`src/rtl/nibble_serial_adder_ctrl.sv`:
```
// ----------------------------------------------------------------------------
// nibble_serial_adder_ctrl
//
// Purpose:
//   Computes a WIDTH-bit add or subtract by reusing one SLICE-bit
//   carry-lookahead slice. The operands are processed one slice per cycle,
//   least-significant slice first. The inter-slice carry is held in a register.
//   Subtract is formed as A + ~B + 1. The +1 enters as the initial carry.
//
// Ports:
//   clk        rising-edge clock
//   rst        asynchronous active-high reset
//   in_valid   request valid from the issuing unit
//   in_ready   controller is idle and can take a request
//   in_a       operand A
//   in_b       operand B
//   in_sub     1 = A-B, 0 = A+B
//   out_valid  result valid
//   out_ready  consumer accepts the result
//   out_sum    result, modulo 2^WIDTH
//   out_cout   carry out of the MSB (for subtract: 1 = no borrow)
//   out_ovf    signed two's-complement overflow
//   busy       an operation is running or its result is waiting
// ----------------------------------------------------------------------------
module nibble_serial_adder_ctrl #(
  parameter int WIDTH = 32,
  parameter int SLICE = 4
) (
  input  logic             clk,
  input  logic             rst,
  input  logic             in_valid,
  output logic             in_ready,
  input  logic [WIDTH-1:0] in_a,
  input  logic [WIDTH-1:0] in_b,
  input  logic             in_sub,
  output logic             out_valid,
  input  logic             out_ready,
  output logic [WIDTH-1:0] out_sum,
  output logic             out_cout,
  output logic             out_ovf,
  output logic             busy
);

  localparam int N  = WIDTH / SLICE;
  localparam int CW = (N > 1) ? $clog2(N) : 1;

  typedef enum logic [1:0] {
    ST_IDLE = 2'd0,
    ST_RUN  = 2'd1,
    ST_DONE = 2'd2
  } state_t;

  // Generate/propagate slice. The carry recurrence is written as a loop,
  // and synthesis flattens it into lookahead terms: c[i+1] = g[i] | p[i]&c[i].
  function automatic logic [SLICE:0] cla_slice(
    input logic [SLICE-1:0] a,
    input logic [SLICE-1:0] b,
    input logic             cin
  );
    logic [SLICE-1:0] g;
    logic [SLICE-1:0] p;
    logic [SLICE:0]   c;
    g    = a & b;
    p    = a ^ b;
    c[0] = cin;
    for (int i = 0; i < SLICE; i++) begin
      c[i+1] = g[i] | (p[i] & c[i]);
    end
    return {c[SLICE], p ^ c[SLICE-1:0]};
  endfunction

  state_t           state_q, state_d;
  logic [CW-1:0]    cnt_q, cnt_d;
  logic             carry_q, carry_d;
  logic [WIDTH-1:0] a_q, a_d;
  logic [WIDTH-1:0] b_q, b_d;
  logic [WIDTH-1:0] out_sum_q, out_sum_d;
  logic             out_cout_q, out_cout_d;
  logic             out_ovf_q, out_ovf_d;
  logic             out_valid_q, out_valid_d;
  logic             busy_q, busy_d;
  logic             in_ready_q, in_ready_d;

  logic [31:0]      slice_lo_s;
  logic [SLICE:0]   slice_res_s;

  // Slice datapath plus next-state logic. The status outputs are decoded from the next state.
  always_comb begin
    state_d     = state_q;
    cnt_d       = cnt_q;
    carry_d     = carry_q;
    a_d         = a_q;
    b_d         = b_q;
    out_sum_d   = out_sum_q;
    out_cout_d  = out_cout_q;
    out_ovf_d   = out_ovf_q;

    slice_lo_s  = 32'(cnt_q) * 32'(SLICE);
    slice_res_s = cla_slice(a_q[slice_lo_s +: SLICE], b_q[slice_lo_s +: SLICE], carry_q);

    case (state_q)
      ST_IDLE: begin
        if (in_valid && in_ready_q) begin
          a_d       = in_a;
          b_d       = in_sub ? ~in_b : in_b;
          carry_d   = in_sub;
          cnt_d     = {CW{1'b0}};
          out_sum_d = {WIDTH{1'b0}};
          state_d   = ST_RUN;
        end else begin
          state_d   = ST_IDLE;
        end
      end
      ST_RUN: begin
        out_sum_d[slice_lo_s +: SLICE] = slice_res_s[SLICE-1:0];
        carry_d = slice_res_s[SLICE];
        if (cnt_q == CW'(N - 1)) begin
          // The last slice supplies the final carry and the result MSB used for overflow.
          out_cout_d = slice_res_s[SLICE];
          out_ovf_d  = (a_q[WIDTH-1] == b_q[WIDTH-1]) &&
                       (slice_res_s[SLICE-1] != a_q[WIDTH-1]);
          cnt_d      = {CW{1'b0}};
          state_d    = ST_DONE;
        end else begin
          cnt_d      = cnt_q + CW'(1);
          state_d    = ST_RUN;
        end
      end
      ST_DONE: begin
        if (out_ready) begin
          state_d = ST_IDLE;
        end else begin
          state_d = ST_DONE;
        end
      end
      default: begin
        state_d = ST_IDLE;
      end
    endcase

    out_valid_d = (state_d == ST_DONE);
    busy_d      = (state_d != ST_IDLE);
    in_ready_d  = (state_d == ST_IDLE);
  end

  // State, datapath and registered status flops.
  always_ff @(posedge clk or posedge rst) begin
    if (rst) begin
      state_q     <= ST_IDLE;
      cnt_q       <= {CW{1'b0}};
      carry_q     <= 1'b0;
      a_q         <= {WIDTH{1'b0}};
      b_q         <= {WIDTH{1'b0}};
      out_sum_q   <= {WIDTH{1'b0}};
      out_cout_q  <= 1'b0;
      out_ovf_q   <= 1'b0;
      out_valid_q <= 1'b0;
      busy_q      <= 1'b0;
      in_ready_q  <= 1'b1;
    end else begin
      state_q     <= state_d;
      cnt_q       <= cnt_d;
      carry_q     <= carry_d;
      a_q         <= a_d;
      b_q         <= b_d;
      out_sum_q   <= out_sum_d;
      out_cout_q  <= out_cout_d;
      out_ovf_q   <= out_ovf_d;
      out_valid_q <= out_valid_d;
      busy_q      <= busy_d;
      in_ready_q  <= in_ready_d;
    end
  end

  assign in_ready  = in_ready_q;
  assign out_valid = out_valid_q;
  assign out_sum   = out_sum_q;
  assign out_cout  = out_cout_q;
  assign out_ovf   = out_ovf_q;
  assign busy      = busy_q;

endmodule
```
`config.mk`:
```
export PLATFORM = sky130hd
export DESIGN_NAME = nibble_serial_adder_ctrl
export DESIGN_NICKNAME = d
export VERILOG_FILES = /design/src/rtl/nibble_serial_adder_ctrl.sv
export SDC_FILE = /design/constraint.sdc
export NUM_CORES = 1
export LEC_CHECK = 0
export BUFFER_PORTS_ARGS = -buffer_cell sky130_fd_sc_hd__buf_2
export CORE_AREA = 3 3 160 123
export CTS_BUF_LIST = sky130_fd_sc_hd__clkbuf_2
export CTS_CLUSTER_SIZE = 25
export DETAILED_ROUTE_END_ITERATION = 12
export DIE_AREA = 0 0 163 126
export SYNTH_ARGS = -nofsm -noshare
export SYNTH_HDL_FRONTEND = slang
export SYNTH_SLANG_ARGS = --single-unit
```
`constraint.sdc`:
```
create_clock -name clk -period 3.8 [get_ports clk]
set_clock_uncertainty 0.2 [all_clocks]
set_input_delay 0.38 -clock clk [delete_from_list [all_inputs] [get_ports clk]]
set_output_delay 0.38 -clock clk [all_outputs]
set_load 0.02 [all_outputs]
```
======== Word level (Yosys, flattened, before mapping) ========
Index checks and enable logic that the tools add are counted.
Widths: inputs -> output; s select.
storage, ports and cells
  flip-flop bits (word level) ............. 107
  input bits .............................. 69
  output and inout port bits .............. 37
  logic and storage cells ................. 58
operators by class
  $add $sub $neg .......................... 2
  eq/ne operators ......................... 7
  shift-type cells ........................ 4
  muxes and demuxes ....................... 13
  bitwise operators ....................... 12
  reductions and logical operators ........ 9
operators with widths
  kind                     count
  $mux 32                  2
  $pmux 32 s2              1
  $shiftx 32x6->4          2
  $neg 5->34               1
  $shift 4x34->32 const A  1
  $shiftx 4x34->32         1
  $bwmux 32                1
  $not 32->32              1
  $xor 4x4->4              2
  $mux 3                   2
  $pmux 2 s3               1
  $pmux 3 s2               1
  $reduce_and 2->1         3
  $and 1x1->1              4
  $and 4x4->4              1
  $eq 2x2->1 const B       2
  $logic_not 2->1          2
  $mux 2                   2
  $or 1x1->1               4
  $reduce_bool 2->1        2
  $add 3x1->3 const B      1
  $eq 3x3->1 const B       1
  $eq 2x1->1 const B       1
  $logic_and 1x1->1        2
  5 further kinds          6

======== Longest topological paths before layout ========
  word-level depth ........................ 12
  gate-level depth with buffers ........... 14
  gate-level depth less buffers ........... 12

======== Least setup slack after synthesis ========
No wires, ideal clock.
  kind .................................... register -> register
  from .................................... reg cnt_q[0]
  to ...................................... reg out_ovf_q, in the netlist out_ovf
  setup time .............................. 0.125 ns
  arrival time ............................ 3.208 ns
  required time ........................... 3.475 ns
  setup slack ............................. 0.267 ns
  cell stages (with the launch flop) ...... 15
  buffers on the path ..................... 3
  clock period less this slack ............ 3.533 ns
  path through ............................ dfrtp_1 buf_6 buf_6 buf_6 mux2i_1 a221oi_1 fa_1 inv_1 fa_1 fa_1 inv_1 fa_1 nand2b_1 o21ai_0 mux2_2
between the ends
  word-level cells in the longest chain between the ends .. 11
  elaborated cells on any way between the ends .. 15
  those cells by class .................... eq/ne (2); shift (2); bitwise (9); reduce/logical (2)
ends and longest elaborated chain
  item                    line  text
  from (decl)             73    logic [CW-1:0] cnt_q, cnt_d;
  from (signal assigned)  150   cnt_q <= {CW{1'b0}};
  from (signal assigned)  162   cnt_q <= cnt_d;
  $shiftx 32x6->4         99    slice_res_s = cla_slice(a_q[slice_lo_s +: SLICE], b_q[slice_lo_s +: SLICE], carry_q);
  $xor 4x4->4             64    p = a ^ b;
  $and 1x1->1             67    c[i+1] = g[i] | (p[i] & c[i]);
  $or 1x1->1              67
  $and 1x1->1             67
  $or 1x1->1              67
  $and 1x1->1             67
  $or 1x1->1              67
  $xor 4x4->4             69    return {c[SLICE], p ^ c[SLICE-1:0]};
  $ne 1x1->1              121   (slice_res_s[SLICE-1] != a_q[WIDTH-1]);
  $logic_and 1x1->1       120   out_ovf_d = (a_q[WIDTH-1] == b_q[WIDTH-1]) &&
  to (signal assigned)    168   out_ovf_q <= out_ovf_d;
  to (decl)               79    logic out_ovf_q, out_ovf_d;
Parallel ways exist; a longest one is shown, timed or not.
A chain may end at the register's enable or synchronous reset.

======== Final worst setup path ========
Same ends and word-level chain as after synthesis.

==> run metrics <==
clock sink count ~110; Longest Clk Path Bufs 2; Reg power frac 0.356; FP Rows 43; Setup CP Type flip-flop to flip-flop; synth cell count leaders 154 x nand2_1, 106 x dfrtp_1, 33 x o21ai_0; CP Launch Type flip-flop; Via Count 4100; delay-heaviest family, CP adder cells; CP max stage cell dfrtp_2; combinational share of power 0.549; DIE HEIGHT approximately 130 um; Seq. cell area between 2000 and 3000 um2; gr ovfl total 0; CP Capture Type flip-flop; Fin. Hold Viols 0; fmax 0.2788 GHz; syn avg cell area between 10 and 15 um2; vias in the first global route 4209; sw frac 0.4682; fin crit period about 3.6 ns; cts bufs inserted 9; Worst slew margin 0.3565; Internal 0.002974 W; Max VDD drop 0.4339 mV; Residual DRC 0; Mapped Cells 506; post-synth net total between 500 and 600; # fillers 1897; first-pass GRT wire length 23060 um; Sw Pwr approximately 0.0026 W; min-delay worst type input pin to flip-flop; Via-to-Cell Ratio between 4 and 5; top-count cell post-synth nand2_1; Main synth FF type dfrtp_1; post-synthesis cell area 5236 um2; Core Area around 18000 um2; CP cell instances mux4_2, nor2_1, a221oi_1, fa_1, inv_1, fa_1, fa_1, inv_1, fa_1, nand2b_1, o21ai_0, mux2_2; Leak ~3.3 nW; crit-path most repeated cell fa_1; initial DRC count between 200 and 250; sequential area share after synthesis 0.5116; Die Area ~21000 um2; setup_tns 0 ns; Multi-input gate area 2355 um2; Starting Density 0.2863; gr usage total 0.1438; detailed-route wire length 14160 um; top-area cell type share of the netlist area 0.5066; clk_lat worst skew 0.64 ns; Synth area leaders dfrtp_1 51%, nand2_1 11%, xnor2_1 5.4%; Post CTS Setup Buffer Count 0; count of final setup violators 0; Critical Path AT 3.95 ns; CP required 4.16 ns; flops & latches, synth 107; IO Port Bufs 105; Slew Limit Fails 0; Placer Congestion 0.8079; boundary pin count approximately 110; area leader, netlist dfrtp_1; Final nets 747; clock power share 0.095; fraction of registers with async set/reset 1.000; crit path max fanout 9; post-synth cell types 50; slew at the pin with the worst max-slew slack 0.9652 ns; ratio of final minimum period to clock period 0.9440; Yosys warnings 0; placed cell count 837; synthesis-to-finish area growth 29.25%; Pwr Density 826.3 nW/um2; TritonRoute pass-1 iters 5; Final ANT Viol Nets 0; total chip power between 0.005 and 0.006 W; RSZ-0062 raised after global routing false; status finished, final reports clean; post-DP HPWL slightly above 10000 um; CTS Root Cell clkbuf_2; share of layout cells above drive strength 1 0.2399; CTS tree built; CTS H-tree depth 3; crit path buf inv count 2; EDFF count, synth 0; Horiz. Die Dim 163 um; DR WL/cell 15.41 um; Non-Filler Instances 919; Worst-path clk slew around 0.28 ns; CP peak stage delay 0.56 ns; initial antenna violation count 1; pin count of the biggest net entering global routing 78; Max Cap Violations 0
cells by family after synthesis:
group	count (synthesis)	share of synthesized area
AOI/OAI and AO/OA	81	0.1044
xor gates and xnor gates	32	0.05352
adders and majority gates	11	0.03202
buffers and inverters	45	0.04229
DFF	107	0.5116
muxes	34	0.08459
and+or+nand+nor	196	0.1716
layout by cell type (no fill, tap or decap), types with 4 or more instances in the layout:
cell type and n:
a221oi_1 4, a22o_1 4, a22oi_1 5, buf_2 105
buf_4 10, clkbuf_2 10, dfrtp_1 104, dlygate4sd3_1 66
fa_1 4, ha_1 7, inv_1 12, mux2i_1 24
mux4_2 8, nand2_1 154, nand3_1 6, nor2_1 5
o211ai_1 4, o21ai_0 33, o21ai_1 5, o22ai_1 8
o2bb2ai_1 4, o31ai_1 7, xnor2_1 32
power by group through the flow:
stage                     Clock [W]  Combinational [W]  Sequential [W]
after floorplan                   0            0.00196         0.00207
final                      0.000530            0.00307         0.00199
after global placement            0            0.00300         0.00203
after global routing       0.000585            0.00342         0.00206
after detailed placement          0            0.00304         0.00202
after CTS                  0.000546            0.00310         0.00200
tightest hold or removal path, cell delays in order:
cell           delay [ns]
dlygate4sd3_1        0.52
buf_2                0.09
nand2_1              0.04
nand2_1              0.05
per-layer routing:
metal  global-route usage  vias up  share of wire
met3              0.03058       11          0.053
met1               0.2190     1934           0.51
li1                     -     2046              -
met2               0.2074      109           0.43
met4              0.03680        0         0.0097
met5                    0        -              0
through the flow:
step	util	hold slack [ns]	worst slack, ns	instance area [um2]
after CTS	0.3696	0.2143	0.1583	6761
after detailed placement	0.3278	0.2623	0.2059	5997
after floorplan	-	0.2403	0.2673	5236
after global routing	0.3700	0.2322	0.05696	6768
after global placement	0.3278	0.2552	0.2618	5997
final	0.3700	0.2493	0.2130	6768
cell type report:
| class | instances | share of cell area |
|---|---|---|
| Clock buffer | 10 | 0.007395 |
| Antenna cell | 1 | 0.0003698 |
| Multi-Input combinational cell | 354 | 0.3479 |
| Inverter | 14 | 0.008135 |
| Timing Repair Buffer | 181 | 0.1864 |
| Sequential cell | 107 | 0.3962 |
| Clock inverter | 5 | 0.007950 |
| Tap cell | 247 | 0.04566 |
sequential cells by signal, indices dropped and copies added, names as in the netlist, 2 cells and up:
signal and flops:
b_q 32, state_q 2, cnt_q 3, out_sum 32, a_q 32
path summary, 6_finish.rpt:
| check | end | cells after the start | slack [ns] | startpoint |
|---|---|---|---|---|
| setup / recovery | out_ovf | 12 | 0.21 | cnt_q[0] |
| hold / removal | a_q[1] | 4 | 0.25 | in_a[1] |
| setup reg to reg | out_ovf | 12 | 0.21 | cnt_q[0] |
| hold reg to reg | b_q[27] | 2 | 0.31 | b_q[27] |
| max in group asynchronous | b_q[23] | 4 | 2.31 | rst |
| min in group asynchronous | b_q[2] | 3 | 0.28 | rst |
what timing repair did:
item | CTS | global route
setup endpoints to repair | 0 | 2
hold endpoints to repair | 142 | 0
gates resized for setup | 0 | 2
hold buffers | 66 | 0
No activity file was read; power rests on OpenSTA's default activity.
